==> config.mk <==
export PLATFORM = sky130hd
export DESIGN_NAME = muldiv_sequencer
export DESIGN_NICKNAME = d
export VERILOG_FILES = /design/src/rtl/muldiv_sequencer.sv
export SDC_FILE = /design/constraint.sdc
export NUM_CORES = 1
export LEC_CHECK = 0
export BUFFER_PORTS_ARGS = -buffer_cell sky130_fd_sc_hd__buf_2
export CORE_ASPECT_RATIO = 0.5
export CORE_MARGIN = 4
export CORE_UTILIZATION = 30
export DETAILED_ROUTE_END_ITERATION = 8
export SYNTH_ARGS = -nofsm -noshare
export SYNTH_HDL_FRONTEND = slang
export SYNTH_SLANG_ARGS = --single-unit
==> constraint.sdc <==
create_clock -name clk -period 14.19 [get_ports clk]
set_input_delay 2.1285 -clock clk [delete_from_list [all_inputs] [get_ports clk]]
set_output_delay 2.1285 -clock clk [all_outputs]
set_load 0.03 [all_outputs]
==> src/rtl/muldiv_sequencer.sv <==
// Iterative multiply/divide engine with the architectural HI/LO registers.
// It computes one bit per cycle and raises a stall when the pipeline touches HI/LO or issues an op during an operation.
module muldiv_sequencer #(
    parameter int WIDTH = 32,
    parameter int CNT_W = 6
) (
    input  logic             clk,
    input  logic             rst,
    input  logic             start,
    input  logic [1:0]       op,
    input  logic [WIDTH-1:0] a,
    input  logic [WIDTH-1:0] b,
    input  logic             hi_write,
    input  logic             lo_write,
    input  logic [WIDTH-1:0] wdata,
    input  logic             hilo_read,
    output logic [WIDTH-1:0] hi,
    output logic [WIDTH-1:0] lo,
    output logic             busy,
    output logic             done,
    output logic             stall
);

    typedef enum logic [1:0] {
        ST_IDLE = 2'd0,
        ST_RUN  = 2'd1,
        ST_FIX  = 2'd2
    } state_t;

    state_t state_r, state_s;

    logic               is_div_r;
    logic [WIDTH-1:0]   div_r;      // multiplicand for multiply, divisor for divide
    logic [WIDTH-1:0]   acc_hi_r;   // partial product high half / partial remainder
    logic [WIDTH-1:0]   acc_lo_r;   // multiplier bits / dividend bits becoming quotient
    logic               neg_q_r;
    logic               neg_r_r;
    logic [CNT_W-1:0]   cnt_r;
    logic [WIDTH-1:0]   hi_r;
    logic [WIDTH-1:0]   lo_r;
    logic               done_r;

    logic               a_neg_s;
    logic               b_neg_s;
    logic               div0_s;
    logic [WIDTH-1:0]   a_mag_s;
    logic [WIDTH-1:0]   b_mag_s;
    logic [WIDTH:0]     mul_sum_s;
    logic [WIDTH:0]     div_shift_s;
    logic               div_ge_s;
    logic [WIDTH-1:0]   div_diff_s;
    logic [WIDTH-1:0]   step_hi_s;
    logic [WIDTH-1:0]   step_lo_s;
    logic [2*WIDTH-1:0] prod_s;
    logic [2*WIDTH-1:0] prod_fix_s;
    logic [WIDTH-1:0]   quo_fix_s;
    logic [WIDTH-1:0]   rem_fix_s;
    logic [WIDTH-1:0]   res_hi_s;
    logic [WIDTH-1:0]   res_lo_s;

    // A zero divisor runs on the raw dividend with no sign flags, which yields quotient all-ones and remainder equal to a.
    assign a_neg_s = ~op[0] & a[WIDTH-1];
    assign b_neg_s = ~op[0] & b[WIDTH-1];
    assign div0_s  = op[1] & (b == {WIDTH{1'b0}});
    assign a_mag_s = a_neg_s ? -a : a;
    assign b_mag_s = b_neg_s ? -b : b;

    assign mul_sum_s   = {1'b0, acc_hi_r} + (acc_lo_r[0] ? {1'b0, div_r} : {(WIDTH+1){1'b0}});
    assign div_shift_s = {acc_hi_r, acc_lo_r[WIDTH-1]};
    assign div_ge_s    = (div_shift_s >= {1'b0, div_r});
    assign div_diff_s  = div_shift_s[WIDTH-1:0] - div_r;

    assign prod_s     = {acc_hi_r, acc_lo_r};
    assign prod_fix_s = neg_q_r ? -prod_s : prod_s;
    assign quo_fix_s  = neg_q_r ? -acc_lo_r : acc_lo_r;
    assign rem_fix_s  = neg_r_r ? -acc_hi_r : acc_hi_r;
    assign res_hi_s   = is_div_r ? rem_fix_s : prod_fix_s[2*WIDTH-1:WIDTH];
    assign res_lo_s   = is_div_r ? quo_fix_s : prod_fix_s[WIDTH-1:0];

    // One shift-add or one restoring-division step.
    always_comb begin
        step_hi_s = acc_hi_r;
        step_lo_s = acc_lo_r;
        if (is_div_r) begin
            step_hi_s = div_ge_s ? div_diff_s : div_shift_s[WIDTH-1:0];
            step_lo_s = {acc_lo_r[WIDTH-2:0], div_ge_s};
        end else begin
            step_hi_s = mul_sum_s[WIDTH:1];
            step_lo_s = {mul_sum_s[0], acc_lo_r[WIDTH-1:1]};
        end
    end

    // Sequencer next-state logic.
    always_comb begin
        state_s = state_r;
        case (state_r)
            ST_IDLE: begin
                if (start) begin
                    state_s = ST_RUN;
                end else begin
                    state_s = ST_IDLE;
                end
            end
            ST_RUN: begin
                if (cnt_r == CNT_W'(WIDTH - 1)) begin
                    state_s = ST_FIX;
                end else begin
                    state_s = ST_RUN;
                end
            end
            ST_FIX:  state_s = ST_IDLE;
            default: state_s = ST_IDLE;
        endcase
    end

    // Sequencer state register.
    always_ff @(posedge clk or posedge rst) begin
        if (rst) begin
            state_r <= ST_IDLE;
        end else begin
            state_r <= state_s;
        end
    end

    // Operand capture and iteration datapath.
    always_ff @(posedge clk or posedge rst) begin
        if (rst) begin
            is_div_r <= 1'b0;
            div_r    <= {WIDTH{1'b0}};
            acc_hi_r <= {WIDTH{1'b0}};
            acc_lo_r <= {WIDTH{1'b0}};
            neg_q_r  <= 1'b0;
            neg_r_r  <= 1'b0;
            cnt_r    <= {CNT_W{1'b0}};
        end else begin
            case (state_r)
                ST_IDLE: begin
                    if (start) begin
                        is_div_r <= op[1];
                        div_r    <= op[1] ? b_mag_s : a_mag_s;
                        acc_lo_r <= op[1] ? (div0_s ? a : a_mag_s) : b_mag_s;
                        acc_hi_r <= {WIDTH{1'b0}};
                        neg_q_r  <= ~div0_s & (a_neg_s ^ b_neg_s);
                        neg_r_r  <= ~div0_s & a_neg_s;
                        cnt_r    <= {CNT_W{1'b0}};
                    end
                end
                ST_RUN: begin
                    acc_hi_r <= step_hi_s;
                    acc_lo_r <= step_lo_s;
                    cnt_r    <= cnt_r + CNT_W'(1);
                end
                default: begin
                end
            endcase
        end
    end

    // Architectural HI/LO registers and the done pulse.
    always_ff @(posedge clk or posedge rst) begin
        if (rst) begin
            hi_r   <= {WIDTH{1'b0}};
            lo_r   <= {WIDTH{1'b0}};
            done_r <= 1'b0;
        end else begin
            done_r <= (state_r == ST_FIX);
            if (state_r == ST_FIX) begin
                hi_r <= res_hi_s;
                lo_r <= res_lo_s;
            end else if (state_r == ST_IDLE) begin
                if (hi_write) begin
                    hi_r <= wdata;
                end
                if (lo_write) begin
                    lo_r <= wdata;
                end
            end
        end
    end

    assign hi    = hi_r;
    assign lo    = lo_r;
    assign done  = done_r;
    assign busy  = (state_r != ST_IDLE);
    assign stall = busy & (start | hilo_read | hi_write | lo_write);

endmodule

==> results of run 1 <==
[layer usage]
| metal | share of wire | routed length [um] |
|---|---|---|
| met1 | 0.44 | 25600 |
| met2 | 0.45 | 26300 |
| met3 | 0.076 | 4420 |
| met4 | 0.034 | 1960 |
| met5 | 0 | 0 |
[worst register-to-register path: cells and delay by family (launching register included)]
| family | cells | cell delay [ns] |
|---|---|---|
| AO/OA/AOI/OAI | 8 | 2.50 |
| buffers and inverters | 1 | 0.81 |
| flip-flops | 1 | 0.51 |
| adder cells (fa/ha/maj) | 1 | 0.28 |
| XOR/XNOR | 1 | 0.18 |
| AND/OR/NAND/NOR | 1 | 0.10 |
[power by group through the flow]
stage                     clock, mW  combinational (mW)  sequential [mW]
after floorplan                   0                1.77            0.958
after global placement            0                2.38             1.02
after detailed placement          0                2.38             1.02
after CTS                     0.478                2.40             1.02
after global routing          0.501                2.68             1.05
final                         0.471                2.42             1.03
[cell type report]
| type | instances | area (um^2) | share of cell area |
|---|---|---|---|
| inverter | 65 | 249 | 0.0145 |
| timing repair buffer | 189 | 993 | 0.0578 |
| tap | 690 | 863 | 0.0503 |
| multi-input combinational | 1599 | 10200 | 0.594 |
| clock inverter | 10 | 110 | 0.00641 |
| sequential | 172 | 4310 | 0.251 |
| clock buffer | 20 | 457 | 0.0266 |
[cell families after synthesis]
logic type,share of synthesized area
xor+xnor,0.114
fa+ha+maj,0.0593
mux,0.0397
flops,0.283
buf+inv,0.0504
compound gates,0.266
simple gates,0.188
[registers in the layout, summed over array words and instances (netlist names)]
register / flops
div_r: 32
hi: 32
neg_r_r: 1
cnt_r: 6
neg_q_r: 1
is_div_r: 1
acc_lo_r: 32
done: 1
acc_hi_r: 32
state_r: 2
lo: 32
[synth_stat cells (all sizes together), types with 24 or more instances]
cell    number  area [um^2]
nor4        24          178
nor2       207          780
inv         64          240
a21oi      203         1020
nor3        27          146
o21ai      199          996
xor2        95          832
xnor2      103          902
o211ai      25          188
o31ai       26          209
nand2      206          773
nand3       32          160
clkbuf     104          414
ha          69          863
dfrtp      172         4300
a21o        27          203
mux2i       39          390
[worst paths after layout]
kind | slack, ns | to | depth (start not counted)
setup / recovery | 9.31 | stall | 4
min in group asynchronous | 1.84 | hi[19] | 2
max in group asynchronous | 10.72 | acc_hi_r[18] | 3
setup reg to reg | 9.73 | acc_hi_r[30] | 12
hold reg to reg | 0.47 | lo[1] | 2
hold / removal | 0.47 | lo[1] | 2
==> out/qor.csv, run 1 <==
metric,value,unit
power_frac_comb,0.617,
tns,0,ns
syn_nets,2135,
slew_viol_final,0,
crit_path_end_kind,primary output,
grt_antenna_before_repair,0,
pwr-share-seq,0.263,
p_total,3.93,mW
path_clk_slew,0.07,ns
place.gp.congestion,0.959,
io_pins,171,
hold_viol_final,0,
vias_per_cell,5.58,
core,50200,um^2
synth_edf_count,0,
grt_use_met3,0.0272,
period_minus_slack,4.88,ns
worstSetupStartpointType,input pin,
cp_slowest_cell,nor4_1,
yosys_register_bits,172,
cts_hold_buf,0,
port-buffer-count,170,
ys.flop_type,dfrtp_1,
synthArstFlopShare,1.00,
min_period_over_period,0.344,
max_slew_margin,0.305,
final_cells,2745,
cpMostUsedCell,buf_2,
arrival,2.75,ns
grt_max_degree,98,
grt_pass1_vias,14600,
htreeDepth,4,
insertion_delay,0.45,ns
yosysWarnings,0,
die_width,327,um
final_cell_mix,"nand2_1, nor2_1, a21oi_1, o21ai_0, dfrtp_1",
critPathMaxStageDelay,0.27,ns
setup_viol,0,
switchingPower,2.02,mW
ir_worst_vdd,0.0779,mV
rsz0062_at_grt,false,
use_met2,0.332,
leakage,7.28,nW
grt_pass1_wl,89100,um
synth_cell_types,83,
ys_seq_area_frac,0.283,
worstMarginPinSlew,1.04,ns
busiest_layer,met2,
vias,15300,
layout-drive-gt1-share,0.131,
gr-total-overflow,0,
p_int,1.91,mW
crit_required,12.06,ns
skew,0.0111,ns
num_rows,58,
critical_path.max_fanout,3,
status,"finished, final reports clean",
dp_hpwl,44900,um
avgSynthCellArea,7.77,um^2
reg2reg_from,acc_lo_r[0],
tritoncts,built,
finalWorstSetupSlack,9.31,ns
place_area,16600,um^2
cap_violations,0,
design_area,17200,um^2
ctsLongestPathBuffers,2,
fill_cells,5350,
grt_use_total,0.208,
min-delay-start,lo[1],
fin_util,0.342,
clock-root-buffer,clkbuf_16,
die_y,167,um
routed_wl,58300,um
timing.hold.ws,0.475,ns
drt_iter0_drc,1708,
max_freq,205,MHz
powerDensity,229,nW/um^2
netSwitchingFraction,0.513,
ctsResizeCount,0,
clkPwrFrac,0.120,
antenna_left,0,
drt_pass1_iterations,6,
final_common_cell,nand2_1,
netlist_area,15200,um^2
path_buf_inv,2,
dieArea,54700,um^2
cts_setup_buffers,0,
post_drt_wl_per_cell,21.2,um
dp_slack,9.21,ns
cts_buffers,17,
worstSetupPathType,in -> out,
path_cells,"buf_2, nor4_1, nor2_1, buf_2",
synth_cells,1960,
path_delay_family,simple AND/OR/NAND/NOR gates,
diodes,0,
dp_cells,2715,
cts_sinks,172,
start_util,0.303,
syn2layout_area_growth,12.8,%
crit_path_start,start,
use_met1,0.289,
nets,2219,
drcViolationCount,0,
hold_class,reg -> reg,
Power figures use the tool's default switching activity.
==> inputs of run 2 (changes only) <==
==> constraint.sdc (replaced) <==
create_clock -name clk -period 4.6 [get_ports clk]
set_input_delay 0.69 -clock clk [delete_from_list [all_inputs] [get_ports clk]]
set_output_delay 0.69 -clock clk [all_outputs]
set_load 0.03 [all_outputs]
==> run 2 against run 1 <==
Clock skew rose by 0.0019 ns; clock power rose to 3.3 times the previous value; non-clock buffer count rose by 19; setup slack got worse by 8.6 ns; total power rose to 3.2 times the previous value; register-to-register slack got worse by 9.0 ns; sequential share of layout area fell by 0.29 points; largest power group unchanged.
==> out/qor.csv, run 2 (synthesis gave the netlist of run 1 again) <==
metric,value,unit,change
grt_max_degree,153,,was 98
cts_setup_buffers,0,,unchanged
grt_antenna_before_repair,1,,was 0
antenna_left,0,,unchanged
drcViolationCount,0,,unchanged
hold_viol_final,0,,unchanged
reg2reg_from,acc_hi_r[9],,was acc_lo_r[0]
grt_use_total,0.214,,was 0.208
worstMarginPinSlew,1.08,ns,was 1.04 ns
arrival,4.24,ns,was 2.75 ns
cts_hold_buf,0,,unchanged
start_util,0.303,,unchanged
r2r_setup_slack,0.73,ns,was 9.73 ns
seq_area,4310,um^2,unchanged
layout-drive-gt1-share,0.140,,was 0.131
max_freq,258,MHz,
post_drt_wl_per_cell,21.6,um,was 21.2 um
dp_hpwl,46700,um,was 44900 um
clock-root-buffer,clkbuf_16,,unchanged
fill_cells,5376,,was 5350
die_y,167,um,unchanged
diodes,0,,unchanged
powerDensity,715,nW/um^2,was 229 nW/um^2
routed_wl,59700,um,was 58300 um
critPathMaxStageDelay,0.93,ns,was 0.27 ns
path_clk_slew,0.08,ns,was 0.07 ns
dieArea,54700,um^2,unchanged
crit_required,4.97,ns,was 12.06 ns
num_rows,58,,unchanged
setup_viol,0,,unchanged
cap_violations,0,,unchanged
period_minus_slack,3.87,ns,
min_period_over_period,0.842,,
max_slew_margin,0.276,,was 0.305
nets,2238,,was 2219
hold_class,in -> async,,was reg -> reg
slew_viol_final,0,,unchanged
ir_worst_vdd,0.240,mV,was 0.0779 mV
crit_path_end_kind,register,,was primary output
path_cells,"ha_1, nand2_1, o21ai_0, o21ba_2, a211o_1, a31oi_1, o21bai_4, nor3b_1, a311o_1, a221oi_1",,"was buf_2, nor4_1, nor2_1, buf_2"
syn2layout_area_growth,14.1,%,was 12.8%
grt_pass1_wl,91000,um,was 89100 um
final_cell_mix,"nand2_1, nor2_1, a21oi_1, o21ai_0, dfrtp_1",,unchanged
path_buf_inv,0,,was 2
vias_per_cell,5.57,,was 5.58
place.gp.congestion,0.946,,was 0.959
skew,0.0130,ns,was 0.0111 ns
gr-total-overflow,0,,unchanged
ctsLongestPathBuffers,2,,unchanged
multiInputGateArea,10200,um^2,unchanged
drt_pass1_iterations,6,,unchanged
p_total,12.4,mW,was 3.93 mW
io_pins,171,,unchanged
r2r_cells,10,,was 12
tritoncts,built,,unchanged
ctsResizeCount,0,,unchanged
leakage,7.41,nW,was 7.28 nW
critical_path.max_fanout,32,,was 3
tns,0,ns,unchanged
r2r_end,acc_hi_r[31],,was acc_hi_r[30]
drt_iter0_drc,1499,,was 1708
insertion_delay,0.47,ns,was 0.45 ns
worstSetupPathType,reg -> reg,,was in -> out
crit_path_start,acc_hi_r[9],,was start
path_delay_family,compound AO/OA/AOI/OAI gates,,was simple AND/OR/NAND/NOR gates
status,"finished, final reports clean",,unchanged
grt_pass1_vias,14700,,was 14600
cts_buffers,17,,unchanged
worstSetupStartpointType,register,,was input pin
core,50200,um^2,unchanged
cp_slowest_cell,o21bai_4,,was nor4_1
vias,15400,,was 15300
final_common_cell,nand2_1,,unchanged
port-buffer-count,170,,unchanged
rsz0062_at_grt,false,,unchanged
die_width,327,um,unchanged
htreeDepth,4,,unchanged
cts_sinks,172,,unchanged
==> run 2: cell types whose count changed in the layout (fill, tap and decap cells not counted), sizes merged <==
cell,delta
buf,+19
clkinv,+2
bufinv,+1
clkinvlp,-1
==> run 2: worst max path at each step <==
stage                   end  slack [ns]  depth (start not counted)
6_report       acc_hi_r[31]        0.73                         10
5_1_grt        acc_hi_r[31]        0.47                         10
4_1_cts        acc_hi_r[31]        0.75                         10
3_5_place_dp   acc_hi_r[31]        0.79                         10
3_3_place_gp   acc_hi_r[30]        0.90                         13
2_1_floorplan  acc_hi_r[30]        1.38                         13
==> run 2: area by class of cell <==
cell class | instances | share of cell area
Tap cell | 690 | 0.0497
Clock inverter | 12 | 0.00893
Multi-Input combinational cell | 1599 | 0.587
Sequential cell | 172 | 0.248
Inverter | 65 | 0.0143
Timing Repair Buffer | 208 | 0.0661
Clock buffer | 20 | 0.0263
==> run 2: routing by layer <==
metal  GRT usage  up-vias  routed length, um
li1            -     7256                  -
met1       0.293     7531              26900
met2       0.340      528              26900
met3      0.0403       89               4110
met4      0.0738        0               1890
met5           0        -                  0
==> run 2: metrics by stage <==
stage	hold slack [ns]	area, um^2	util	instances	setup slack [ns]
after global placement	0.458	16800	0.334	2734	0.900
after global routing	0.273	17400	0.346	2766	0.466
final	0.246	17400	0.346	2766	0.726
after CTS	0.256	17400	0.346	2766	0.746
after detailed placement	0.464	16800	0.334	2734	0.789
after floorplan	0.450	15200	-	1960	1.38
==> run 2: power breakdown <==
part           leakage, nW  internal [mW]  switching (mW)
Sequential            2.07           2.10           0.865
Combinational         5.04           3.13            4.76
Clock                0.298          0.847           0.719
Total                 7.41           6.08            6.35
==> run 2: worst reg2reg max path, stage by stage (launching register included) <==
cell and delay, ns:
dfrtp_1 0.51, ha_1 0.52, nand2_1 0.08, o21ai_0 0.35
o21ba_2 0.18, a211o_1 0.16, a31oi_1 0.26, o21bai_4 0.94
nor3b_1 0.14, a311o_1 0.35, a221oi_1 0.28
==> inputs of run 3 (changes only) <==
--- a/config.mk
+++ b/config.mk
@@ -5,6 +5,7 @@
 export SDC_FILE = /design/constraint.sdc
 export NUM_CORES = 1
 export LEC_CHECK = 0
+export ABC_AREA = 1
 export BUFFER_PORTS_ARGS = -buffer_cell sky130_fd_sc_hd__buf_2
 export CORE_ASPECT_RATIO = 0.5
 export CORE_MARGIN = 4
==> constraint.sdc (replaced) <==
create_clock -name clk -period 4 [get_ports clk]
set_input_delay 0.6 -clock clk [delete_from_list [all_inputs] [get_ports clk]]
set_output_delay 0.6 -clock clk [all_outputs]
set_load 0.03 [all_outputs]
==> run 3 against run 2 <==
Setup slack improved by 0.11 ns; via count rose by 44%; global-route usage rose by 3.8 points; largest power group unchanged; largest cell class unchanged; first-iteration DRC count rose by 62%; die area rose by 21%; register-to-register slack improved by 0.11 ns; total power rose by 65%; cell count rose by 51%.
==> out/qor.csv, run 3 <==
metric,value,unit,change
status,"finished, final reports clean",,unchanged
power_frac_comb,0.722,,was 0.635
crit_required,4.38,ns,was 4.97 ns
cts_hold_buf,0,,unchanged
vias_per_cell,5.32,,was 5.57
max_freq,316,MHz,was 258 MHz
path_clk_slew,0.09,ns,was 0.08 ns
grt_pass1_wl,127000,um,was 91000 um
switchingPower,12.4,mW,was 6.35 mW
synth_cells,3205,,was 1960
grt_pass1_vias,19800,,was 14700
arrival,3.54,ns,was 4.24 ns
r2r_end,acc_hi_r[25],,was acc_hi_r[31]
worstMarginPinSlew,1.01,ns,was 1.08 ns
vias,22200,,was 15400
final_common_cell,nand2_1,,unchanged
io_pins,171,,unchanged
final_cell_mix,"nand2_1, inv_1, nor2_1, nand3_1, a21oi_1",,"was nand2_1, nor2_1, a21oi_1, o21ai_0, dfrtp_1"
dp_cells,4137,,was 2734
place.gp.congestion,1.03,,was 0.946
synth_cell_types,55,,was 83
die_width,359,um,was 327 um
nets,3506,,was 2238
path_cells,"nand2_1, inv_1, ha_1, inv_1, fa_1, o21ai_1, a21oi_1, o21ai_0, nand2_1, nand4_1, nand3_1, nand3_1, nand2_1",,"was ha_1, nand2_1, o21ai_0, o21ba_2, a211o_1, a31oi_1, o21bai_4, nor3b_1, a311o_1, a221oi_1"
grt_use_total,0.252,,was 0.214
leakage,10.4,nW,was 7.41 nW
synth_common_cells,"nand2_1, inv_1, nor2_1",,"was nand2_1, nor2_1, a21oi_1"
cts_buffers,17,,unchanged
htreeDepth,4,,unchanged
powerDensity,976,nW/um^2,was 715 nW/um^2
min_period_over_period,0.791,,was 0.842
yosys_register_bits,172,,unchanged
pwr-share-seq,0.186,,was 0.239
drt_pass1_iterations,6,,unchanged
critPathMaxStageDelay,0.54,ns,was 0.93 ns
routed_wl,86100,um,was 59700 um
r2r_cells,13,,was 10
hold_viol_final,0,,unchanged
synth_edf_count,0,,unchanged
post_drt_wl_per_cell,20.6,um,was 21.6 um
ys_seq_area_frac,0.233,,was 0.283
grt_max_degree,89,,was 153
antenna_left,0,,unchanged
synthArstFlopShare,1.00,,unchanged
slew_viol_final,0,,unchanged
yosysWarnings,0,,unchanged
grt_antenna_before_repair,1,,unchanged
core,61000,um^2,was 50200 um^2
synthTopCellsByArea,"dfrtp_1, nand2_1, nand3_1",,"was dfrtp_1, a21oi_1, o21ai_0"
reg2reg_from,acc_lo_r[0],,was acc_hi_r[9]
start_util,0.303,,about the same
yosysTopAreaCell,dfrtp_1,,unchanged
final_cells,4169,,was 2766
gr-total-overflow,0,,unchanged
yosysMostFrequentCell,nand2_1,,
cts_setup_buffers,0,,unchanged
ctsLongestPathBuffers,2,,unchanged
tns,0,ns,unchanged
rsz0062_at_grt,false,,unchanged
clkPwrFrac,0.092,,was 0.126
worstSetupStartpointType,register,,unchanged
tritoncts,built,,unchanged
period_minus_slack,3.16,ns,was 3.87 ns
dp_hpwl,70400,um,was 46700 um
worstSetupPathType,reg -> reg,,unchanged
cts_sinks,172,,unchanged
ctsResizeCount,0,,unchanged
fin_util,0.344,,was 0.346
critical_path.max_fanout,11,,was 32
dieArea,65900,um^2,was 54700 um^2
port-buffer-count,170,,unchanged
cap_violations,0,,unchanged
syn_nets,3380,,was 2135
ir_worst_vdd,0.386,mV,was 0.240 mV
die_y,184,um,was 167 um
r2r_setup_slack,0.84,ns,was 0.73 ns
layout-drive-gt1-share,0.0948,,was 0.140
max_slew_margin,0.329,,was 0.276
drcViolationCount,0,,unchanged
hold_class,in -> async,,unchanged
drt_iter0_drc,2425,,was 1499
num_rows,64,,was 58
cpMostUsedCell,nand2_1,,
diodes,0,,unchanged
cp_slowest_cell,dfrtp_1,,was o21bai_4
skew,0.0181,ns,was 0.0130 ns
syn2layout_area_growth,13.4,%,was 14.1%
setup_viol,0,,unchanged
p_int,8.10,mW,was 6.08 mW
insertion_delay,0.48,ns,was 0.47 ns
crit_path_end_kind,register,,unchanged
clock-root-buffer,clkbuf_16,,unchanged
avgSynthCellArea,5.77,um^2,was 7.77 um^2
netlist_area,18500,um^2,was 15200 um^2
synth_top_area_frac,0.233,,was 0.283
ys.flop_type,dfrtp_1,,unchanged
netSwitchingFraction,0.604,,was 0.511
-- run 3: cell types whose count changed in the layout (fill, tap and decap cells not counted), sizes merged, moves of 54 or more --
cell / change
inv: +354
nand2: +827
nand3: +283
nor2: +195
xnor2: -91
xor2: -54
-- run 3: routing by layer --
metal,global-route usage,wire length [um],vias up,share of wire
met5,0,13,-,0.00015
met4,0.0589,1920,2,0.022
met3,0.0511,8580,100,0.10
met2,0.371,35900,1042,0.42
met1,0.376,39600,10400,0.46
li1,-,-,10600,-
-- run 3: cells by family (layout without fill, tap and decap cells) --
logic type / count (synthesis) / count (layout) / share of synthesized area
buffers and inverters: 527 / 666 / 0.112
AO/OA/AOI/OAI: 530 / 530 / 0.161
adder cells (fa/ha/maj): 71 / 71 / 0.0489
flip-flops: 172 / 172 / 0.233
AND/OR/NAND/NOR: 1852 / 1852 / 0.419
XOR/XNOR: 53 / 53 / 0.0251
-- run 3: metrics by stage --
stage / setup WS (ns) / hold WS [ns] / power [mW] / area (um^2)
after global placement: 0.614 / 0.424 / 18.1 / 20300
after CTS: 0.852 / 0.338 / 20.1 / 21000
final: 0.837 / 0.328 / 20.5 / 21000
after detailed placement: 0.593 / 0.423 / 18.1 / 20300
after floorplan: 1.20 / 0.408 / 13.3 / 18500
after global routing: 0.653 / 0.387 / 22.1 / 21000
-- run 3: how the worst max path moves through the flow --
stage / start / end / slack [ns]
2_1_floorplan: rst / acc_hi_r[0] / 1.20
3_3_place_gp: b[0] / acc_lo_r[19] / 0.61
3_5_place_dp: b[0] / acc_lo_r[19] / 0.59
4_1_cts: acc_lo_r[0] / acc_hi_r[25] / 0.85
5_1_grt: acc_lo_r[0] / acc_hi_r[31] / 0.65
6_report: acc_lo_r[0] / acc_hi_r[25] / 0.84
-- run 3: layout make-up --
| cell class | count | area (um^2) |
|---|---|---|
| Sequential cell | 172 | 4310 |
| Inverter | 417 | 1570 |
| Clock buffer | 17 | 425 |
| Fill cell | 6869 | 40100 |
| Clock inverter | 15 | 215 |
| Tap cell | 825 | 1030 |
| Multi-Input combinational cell | 2506 | 12100 |
| Timing Repair Buffer | 217 | 1270 |
-- run 3: power groups by stage --
stage	Combinational (mW)	Clock (mW)	Sequential, mW
after global routing	16.2	1.97	3.87
after global placement	14.4	0	3.76
after floorplan	9.38	0	3.96
after detailed placement	14.3	0	3.78
final	14.8	1.88	3.81
after CTS	14.4	1.90	3.75
-- run 3: worst max-delay path: cells and delay by family (launching register included) --
family	cells	cell delay (ns)
buffers and inverters	2	0.14
AO/OA/AOI/OAI	3	1.06
AND/OR/NAND/NOR	6	0.64
adder cells (fa/ha/maj)	2	0.68
flip-flops	1	0.54
